--- config.mk ---
export PLATFORM = sky130hd
export DESIGN_NAME = multicycle_control
export DESIGN_NICKNAME = d
export VERILOG_FILES = /design/src/rtl/multicycle_control.sv
export SDC_FILE = /design/constraint.sdc
export NUM_CORES = 1
export LEC_CHECK = 0
export BUFFER_PORTS_ARGS = -buffer_cell sky130_fd_sc_hd__buf_4
export CORE_MARGIN = 4
export CORE_UTILIZATION = 40
export DETAILED_ROUTE_END_ITERATION = 6
export PLACE_DENSITY = 0.65
export SETUP_SLACK_MARGIN = 0.1
export SLEW_MARGIN = 20
export SYNTH_ARGS = -nofsm -noshare
export SYNTH_HDL_FRONTEND = slang
export SYNTH_SLANG_ARGS = --single-unit
--- constraint.sdc ---
create_clock -name clk -period 3.1 [get_ports clk]
set_input_delay 0.465 -clock clk [delete_from_list [all_inputs] [get_ports clk]]
set_output_delay 0.465 -clock clk [all_outputs]
set_load 0.02 [all_outputs]
--- src/rtl/multicycle_control.sv ---
// multicycle_control: control FSM for a multicycle MIPS-style datapath.
// Sequences FETCH/DECODE/EXEC/MEM/WB, drives the register load strobes and
// memory handshake, and optionally drops and reissues a memory request
// after MEM_TIMEOUT wait cycles (0 disables the limit).
// Optional feature: define ILLEGAL_TRAP_EN to trap unlisted opcodes in HALT.
module multicycle_control #(
    parameter int MEM_TIMEOUT = 0
) (
    input  logic       clk,
    input  logic       rst_n,
    input  logic [5:0] Op,
    input  logic [5:0] funct,
    input  logic       zero,
    input  logic       mem_ready,
    output logic       mem_req,
    output logic       mem_we,
    output logic       iord,
    output logic       ir_write,
    output logic       pc_write,
    output logic       reg_write,
    output logic [1:0] pc_src,
    output logic [2:0] alu_op,
    output logic       alu_b_imm,
    output logic [1:0] reg_dst,
    output logic [1:0] wb_src,
    output logic [2:0] state,
    output logic       illegal,
    output logic       mem_timeout
);

    typedef enum logic [2:0] {
        S_FETCH  = 3'd0,
        S_DECODE = 3'd1,
        S_EXEC   = 3'd2,
        S_MEM    = 3'd3,
        S_WB     = 3'd4,
        S_HALT   = 3'd5
    } state_e;

    localparam logic [5:0] OP_RTYPE = 6'b000000;
    localparam logic [5:0] OP_J     = 6'b000010;
    localparam logic [5:0] OP_JAL   = 6'b000011;
    localparam logic [5:0] OP_BEQ   = 6'b000100;
    localparam logic [5:0] OP_BNE   = 6'b000101;
    localparam logic [5:0] OP_ADDI  = 6'b001000;
    localparam logic [5:0] OP_ADDIU = 6'b001001;
    localparam logic [5:0] OP_XORI  = 6'b001110;
    localparam logic [5:0] OP_LW    = 6'b100011;
    localparam logic [5:0] OP_SW    = 6'b101011;

    localparam logic [5:0] FN_JR    = 6'b001000;
    localparam logic [5:0] FN_ADD   = 6'b100000;
    localparam logic [5:0] FN_SUB   = 6'b100010;
    localparam logic [5:0] FN_SLT   = 6'b101010;

    localparam logic [2:0] ALU_ADD  = 3'd0;
    localparam logic [2:0] ALU_SUB  = 3'd1;
    localparam logic [2:0] ALU_XOR  = 3'd2;
    localparam logic [2:0] ALU_SLT  = 3'd3;

    localparam logic [1:0] PC_PLUS4  = 2'd0;
    localparam logic [1:0] PC_BRANCH = 2'd1;
    localparam logic [1:0] PC_JUMP   = 2'd2;
    localparam logic [1:0] PC_RS     = 2'd3;

    localparam logic [7:0] LP_TIMEOUT    = 8'(MEM_TIMEOUT);
    localparam bit         LP_TIMEOUT_EN = (MEM_TIMEOUT != 0);

    state_e     r_state;
    state_e     w_nextState;
    logic [5:0] r_op;
    logic [5:0] r_funct;
    logic [7:0] r_waitCnt;

    logic [5:0] w_op;
    logic [5:0] w_funct;
    logic       w_isRtype, w_isJ, w_isJal, w_isJr;
    logic       w_isLw, w_isSw, w_isBeq, w_isBne;
    logic       w_isAddi, w_isAddiu, w_isXori;
    logic       w_isAdd, w_isSub, w_isSlt;
    logic       w_isMemOp, w_isBranch, w_isAluImm, w_isAluReg, w_isExec;

    logic       w_memState, w_timeout, w_reqActive, w_memDone;

    logic       w_memReq, w_memWe, w_iord, w_irWrite, w_pcWrite, w_regWrite;
    logic [1:0] w_pcSrc, w_regDst, w_wbSrc;
    logic [2:0] w_aluOp;
    logic       w_aluBImm;

    // DECODE looks at the live instruction register; later states use the copy latched in DECODE
    assign w_op    = (r_state == S_DECODE) ? Op    : r_op;
    assign w_funct = (r_state == S_DECODE) ? funct : r_funct;

    assign w_isRtype  = (w_op == OP_RTYPE);
    assign w_isJ      = (w_op == OP_J);
    assign w_isJal    = (w_op == OP_JAL);
    assign w_isJr     = w_isRtype && (w_funct == FN_JR);
    assign w_isLw     = (w_op == OP_LW);
    assign w_isSw     = (w_op == OP_SW);
    assign w_isBeq    = (w_op == OP_BEQ);
    assign w_isBne    = (w_op == OP_BNE);
    assign w_isAddi   = (w_op == OP_ADDI);
    assign w_isAddiu  = (w_op == OP_ADDIU);
    assign w_isXori   = (w_op == OP_XORI);
    assign w_isAdd    = w_isRtype && (w_funct == FN_ADD);
    assign w_isSub    = w_isRtype && (w_funct == FN_SUB);
    assign w_isSlt    = w_isRtype && (w_funct == FN_SLT);
    assign w_isMemOp  = w_isLw || w_isSw;
    assign w_isBranch = w_isBeq || w_isBne;
    assign w_isAluImm = w_isAddi || w_isAddiu || w_isXori;
    assign w_isAluReg = w_isAdd || w_isSub || w_isSlt;
    assign w_isExec   = w_isMemOp || w_isBranch || w_isAluImm || w_isAluReg;

    // A request is withheld for exactly one cycle when the wait counter hits the limit
    assign w_memState  = (r_state == S_FETCH) || (r_state == S_MEM);
    assign w_timeout   = LP_TIMEOUT_EN && w_memState && (r_waitCnt == LP_TIMEOUT);
    assign w_reqActive = w_memState && !w_timeout;
    assign w_memDone   = w_reqActive && mem_ready;

    // State register; reset returns to FETCH so a fresh fetch starts right after reset
    always_ff @(posedge clk) begin
        if (!rst_n) begin
            r_state <= S_FETCH;
        end else begin
            r_state <= w_nextState;
        end
    end

    // Capture Op/funct during DECODE so the instruction register may change afterwards
    always_ff @(posedge clk) begin
        if (!rst_n) begin
            r_op    <= '0;
            r_funct <= '0;
        end else if (r_state == S_DECODE) begin
            r_op    <= Op;
            r_funct <= funct;
        end
    end

    // Wait counter: counts stalled request cycles, cleared on ready, timeout or any state change
    always_ff @(posedge clk) begin
        if (!rst_n) begin
            r_waitCnt <= '0;
        end else if ((w_nextState != r_state) || w_timeout || mem_ready) begin
            r_waitCnt <= '0;
        end else if (w_reqActive && LP_TIMEOUT_EN) begin
            r_waitCnt <= r_waitCnt + 8'd1;
        end
    end

    // Next-state and control outputs; everything defaults to 0 and each state raises only what it needs
    always_comb begin
        w_nextState = r_state;
        w_memReq    = 1'b0;
        w_memWe     = 1'b0;
        w_iord      = 1'b0;
        w_irWrite   = 1'b0;
        w_pcWrite   = 1'b0;
        w_regWrite  = 1'b0;
        w_pcSrc     = PC_PLUS4;
        w_aluOp     = ALU_ADD;
        w_aluBImm   = 1'b0;
        w_regDst    = 2'd0;
        w_wbSrc     = 2'd0;
        case (r_state)
            S_FETCH: begin
                w_memReq = w_reqActive;
                if (w_memDone) begin
                    w_irWrite   = 1'b1;
                    w_pcWrite   = 1'b1;
                    w_nextState = S_DECODE;
                end
            end
            S_DECODE: begin
                if (w_isJ) begin
                    w_pcWrite   = 1'b1;
                    w_pcSrc     = PC_JUMP;
                    w_nextState = S_FETCH;
                end else if (w_isJal) begin
                    w_pcWrite   = 1'b1;
                    w_pcSrc     = PC_JUMP;
                    w_regWrite  = 1'b1;
                    w_regDst    = 2'd2;
                    w_wbSrc     = 2'd2;
                    w_nextState = S_FETCH;
                end else if (w_isJr) begin
                    w_pcWrite   = 1'b1;
                    w_pcSrc     = PC_RS;
                    w_nextState = S_FETCH;
                end else if (w_isExec) begin
                    w_nextState = S_EXEC;
                end else begin
`ifdef ILLEGAL_TRAP_EN
                    w_nextState = S_HALT;
`else
                    w_nextState = S_FETCH;
`endif
                end
            end
            S_EXEC: begin
                if (w_isMemOp) begin
                    w_aluOp     = ALU_ADD;
                    w_aluBImm   = 1'b1;
                    w_nextState = S_MEM;
                end else if (w_isAluImm) begin
                    w_aluOp     = w_isXori ? ALU_XOR : ALU_ADD;
                    w_aluBImm   = 1'b1;
                    w_nextState = S_WB;
                end else if (w_isAluReg) begin
                    w_aluOp     = w_isSub ? ALU_SUB : (w_isSlt ? ALU_SLT : ALU_ADD);
                    w_nextState = S_WB;
                end else if (w_isBranch) begin
                    w_aluOp     = ALU_SUB;
                    w_pcSrc     = PC_BRANCH;
                    w_pcWrite   = w_isBeq ? zero : ~zero;
                    w_nextState = S_FETCH;
                end else begin
                    w_nextState = S_FETCH;
                end
            end
            S_MEM: begin
                w_memReq = w_reqActive;
                w_iord   = w_reqActive;
                w_memWe  = w_reqActive && w_isSw;
                if (w_memDone) begin
                    w_nextState = w_isLw ? S_WB : S_FETCH;
                end
            end
            S_WB: begin
                w_regWrite  = 1'b1;
                w_regDst    = w_isAluReg ? 2'd1 : 2'd0;
                w_wbSrc     = w_isLw ? 2'd1 : 2'd0;
                w_nextState = S_FETCH;
            end
            S_HALT: begin
`ifdef ILLEGAL_TRAP_EN
                w_nextState = S_HALT;
`else
                w_nextState = S_FETCH;
`endif
            end
            default: begin
                w_nextState = S_FETCH;
            end
        endcase
    end

    // Every output is forced low while reset is asserted, abandoning any request in flight
    assign mem_req     = rst_n & w_memReq;
    assign mem_we      = rst_n & w_memWe;
    assign iord        = rst_n & w_iord;
    assign ir_write    = rst_n & w_irWrite;
    assign pc_write    = rst_n & w_pcWrite;
    assign reg_write   = rst_n & w_regWrite;
    assign pc_src      = rst_n ? w_pcSrc   : 2'd0;
    assign alu_op      = rst_n ? w_aluOp   : 3'd0;
    assign alu_b_imm   = rst_n & w_aluBImm;
    assign reg_dst     = rst_n ? w_regDst  : 2'd0;
    assign wb_src      = rst_n ? w_wbSrc   : 2'd0;
    assign state       = rst_n ? r_state   : 3'd0;
    assign mem_timeout = rst_n & w_timeout;

`ifdef ILLEGAL_TRAP_EN
    assign illegal = rst_n & (r_state == S_HALT);
`else
    assign illegal = 1'b0;
`endif

endmodule

==> results.cfg <==
[clocking]
cts_sinks = 15
tritoncts_clock_tree = done
clock_latency_ns = 0.29
htree_levels = 1
clockRootBuffer = sky130_fd_sc_hd__clkbuf_4
numCtsBuffers = 3
cts.path.max_buffers = 2
clk_pin_slew_worst_paths_ns = 0.10
postCtsHoldBufs = 0

[layout]
count_of_antenna_diodes_in_the_layout = 0
final-seq-area_um2 = 302
final_cell_mix = 34 x sky130_fd_sc_hd__buf_4, 25 x sky130_fd_sc_hd__nand2_1, 14 x sky130_fd_sc_hd__dfxtp_1, 10 x sky130_fd_sc_hd__nor2_1
layout_commonest_cell = sky130_fd_sc_hd__buf_4
design.final.nets = 201
multi_input_comb_area_um2 = 832
synthToLayoutAreaGrowth_pct = 21.4
fillers = 294
post_route_cells_drive_above_1_share_pct = 25.0

[power]
total_switching_power_uw = 151
power_frac_comb_pct = 27.0
clkPwrFrac_pct = 25.8
seqPwrFrac_pct = 47.1
power.switching_fraction_pct = 33.0
power_density_nw_per_um2 = 314
ir_drop_uv = 176
power_report.internal_total_uw = 306
power_leakage_nw = 0.582
finalPower_uw = 457

[placed_design]
hpwlAfterDp_mm = 2.49
gpl.final_weighted_congestion = 0.951
number_of_buffer_cells_added_on_primary_ports = 33

[yosys]
syn_inst = 157
ys_seq_area_share_pct = 25.1
postSynth.topFlopCell = sky130_fd_sc_hd__dfxtp_1
avgSynthCellArea_um2 = 7.63
synth-warning-count = 0
async_reset_ff_share_pct = 0
synth-adder-area-share_pct = 0
yosys.area_share.xor_xnor_pct = 0.731
synth_compound_gate_area_share_pct = 21.3
largest_family_of_logic_cells_by_synthesized_area = simple AND/OR/NAND/NOR gates
syn_area_um2 = 1200
ys_seq_elements = 15
synth-edff-count = 0
yosysUniqueCellTypes = 48
synthesized_area_fraction_occupied_by_and_or_nand_nor_cells_pct = 42.8
multiplexer_fraction_of_the_synthesized_cell_area_pct = 2.93

[grt]
antenna_found_initial = 0
first_global_vias = 1142
global_route_wire_length_before_repair_mm = 5.53
gr-total-overflow = 0
globalRouteTotalUtil_pct = 17.2
maximum_number_of_pins_on_one_net_before_global_route_repair = 25

[critical_path]
reg2reg_depth = 5
critical_path_arrival_ns = 2.32
worst-endpoint-required_ns = 2.63
crit_chain = or3b_4, mux2i_4, a21boi_2, a311oi_1, nor3_2, buf_4
crit_path_max_incr_delay_ns = 0.55
crit-reg2reg-launch = r_op[2]$_SDFF_PN0_
crit_slowest_cell = sky130_fd_sc_hd__or3b_4
regToRegSetupSlack_ns = 1.08
critical_path.startpoint_type = flip-flop
critical_path.reg2reg.endpoint = r_state[1]$_SDFFE_PN0P_
critical_path_fanouts_max = 20
timing_worst_setup_path_type = reg -> out
cp-end-kind = output pin
critical_path_buf_inv_count = 1
critical-path-top-delay-family = simple AND/OR/NAND/NOR gates

[routing]
wirelength_mm = 3.27
detailedRoute.firstPassIterationCount = 4
maxUsedRoutingLayer = met4
route.antenna.remaining_nets = 0
detail_route.wl_per_cell_um = 15.2
avg_vias_per_cell = 5.77
detailroute.wirelength.met3_um = 175
detail_route.iter0.violations = 91
met2WireLength_mm = 1.50
via_count = 1240
wirelength_met1_mm = 1.55
drc_errors = 0

[hold_path]
min_to = r_op[5]$_SDFF_PN0_
hold_depth = 3
min_delay_worst_type = in -> reg
worst_hold_startpoint = Op[5]

[floorplan]
coreArea_um2 = 2810
die_h_um = 62.7
placement_rows = 19
initial_utilization_pct = 42.7
die_w_um = 62.7
dieArea_um2 = 3930
ioPinCount = 37

[flow_run]
cap_viol_max_count = 0

[timing]
slew_headroom_pct = 56.5
max_freq_mhz = 359
fin_crit_ns = 2.78
tns_ns = 0
rsz_0062_raised_after_global_routing = no
worst_pin_slew_ns = 0.647
period_utilization_pct = 89.8
setup-violations-final = 0
final.setup_skew_ns = 0.00645
report.final.hold_viol_count = 0
maxSlewViolCount = 0

[outcome]
outcome = complete, no violations
routing by layer:
metal / vias up / GRT usage (%)
li1: 620 / -
met1: 568 / 23.9
met2: 46 / 26.9
met3: 6 / 4.32
met4: 0 / 3.31
met5: - / 0
power groups by stage:
| stage | Clock, mW | Sequential, mW | Combinational (mW) |
|---|---|---|---|
| 2_1_floorplan | 0 | 0.213 | 0.0879 |
| 3_3_place_gp | 0 | 0.218 | 0.119 |
| 3_5_place_dp | 0 | 0.219 | 0.121 |
| 4_1_cts | 0.122 | 0.214 | 0.121 |
| 5_1_grt | 0.127 | 0.217 | 0.136 |
| 6_report | 0.118 | 0.215 | 0.123 |
cells by family after synthesis:
logic type | after synthesis
and+or+nand+nor | 88
xor gates and xnor gates | 1
muxes | 3
DFF | 15
buffers and inverters | 13
AOI/OAI and AO/OA | 36
other | 1
synthesized netlist by cell type, types with 4 or more instances:
master | n | area share [%]
sky130_fd_sc_hd__nor2_1 | 10 | 3.1
sky130_fd_sc_hd__nand3_1 | 5 | 2.1
sky130_fd_sc_hd__buf_4 | 4 | 2.5
sky130_fd_sc_hd__nand2_1 | 25 | 7.8
sky130_fd_sc_hd__nand2b_1 | 4 | 2.1
sky130_fd_sc_hd__a21boi_1 | 9 | 5.6
sky130_fd_sc_hd__dfxtp_1 | 15 | 25
sky130_fd_sc_hd__and2_1 | 5 | 2.6
sky130_fd_sc_hd__a21oi_1 | 6 | 2.5
sky130_fd_sc_hd__nor2b_1 | 9 | 4.7
sky130_fd_sc_hd__nor4_1 | 4 | 2.1
sky130_fd_sc_hd__clkbuf_1 | 5 | 1.6
worst max-delay path by stage:
stage | from | end | slack (ns) | cells past startpoint
5_1_grt | r_op[2]$_SDFF_PN0_ | reg_dst[0] | 0.18 | 5
3_3_place_gp | r_state[0]$_SDFFE_PN0P_ | pc_write | 0.53 | 6
3_5_place_dp | r_state[0]$_SDFFE_PN0P_ | pc_write | 0.47 | 6
4_1_cts | r_state[0]$_SDFFE_PN0P_ | pc_write | 0.14 | 6
6_report | r_state[0]$_SDFFE_PN0P_ | pc_write | 0.32 | 6
2_1_floorplan | r_state[1]$_SDFFE_PN0P_ | reg_write | 0.75 | 7
layout make-up:
| class | instances | area share, % |
|---|---|---|
| well taps | 31 | 2.67 |
| clock buffers | 4 | 1.81 |
| multi-input cells | 131 | 57.2 |
| flip-flops and latches | 15 | 20.7 |
| repair buffers | 34 | 17.6 |
worst register-to-register path, delay by kind of cell (launching register included):
| kind | cells | cell delay, ns |
|---|---|---|
| and+or+nand+nor | 3 | 0.94 |
| AOI/OAI and AO/OA | 2 | 0.61 |
| DFF | 1 | 0.38 |
repair_timing:
item	in CTS	in global routing
setup buffers	0	0
resized for setup	0	2
endpoints found under the setup margin	0	2
sequential cells by signal (all words and copies together), names as in the netlist:
register,count
r_state,3
r_op,6
r_funct,6
per-stage QoR:
stage | hold WS (ns) | setup WS, ns | util (%) | cells | instance area, um^2
6_report | 0.424 | 0.316 | 51.8 | 215 | 1450
5_1_grt | 0.439 | 0.182 | 51.8 | 215 | 1450
2_1_floorplan | 0.435 | 0.749 | - | 159 | 1200
4_1_cts | 0.424 | 0.136 | 51.5 | 215 | 1440
3_3_place_gp | 0.444 | 0.533 | 50.5 | 211 | 1420
3_5_place_dp | 0.451 | 0.468 | 50.5 | 211 | 1420
Power figures use the tool's default switching activity.
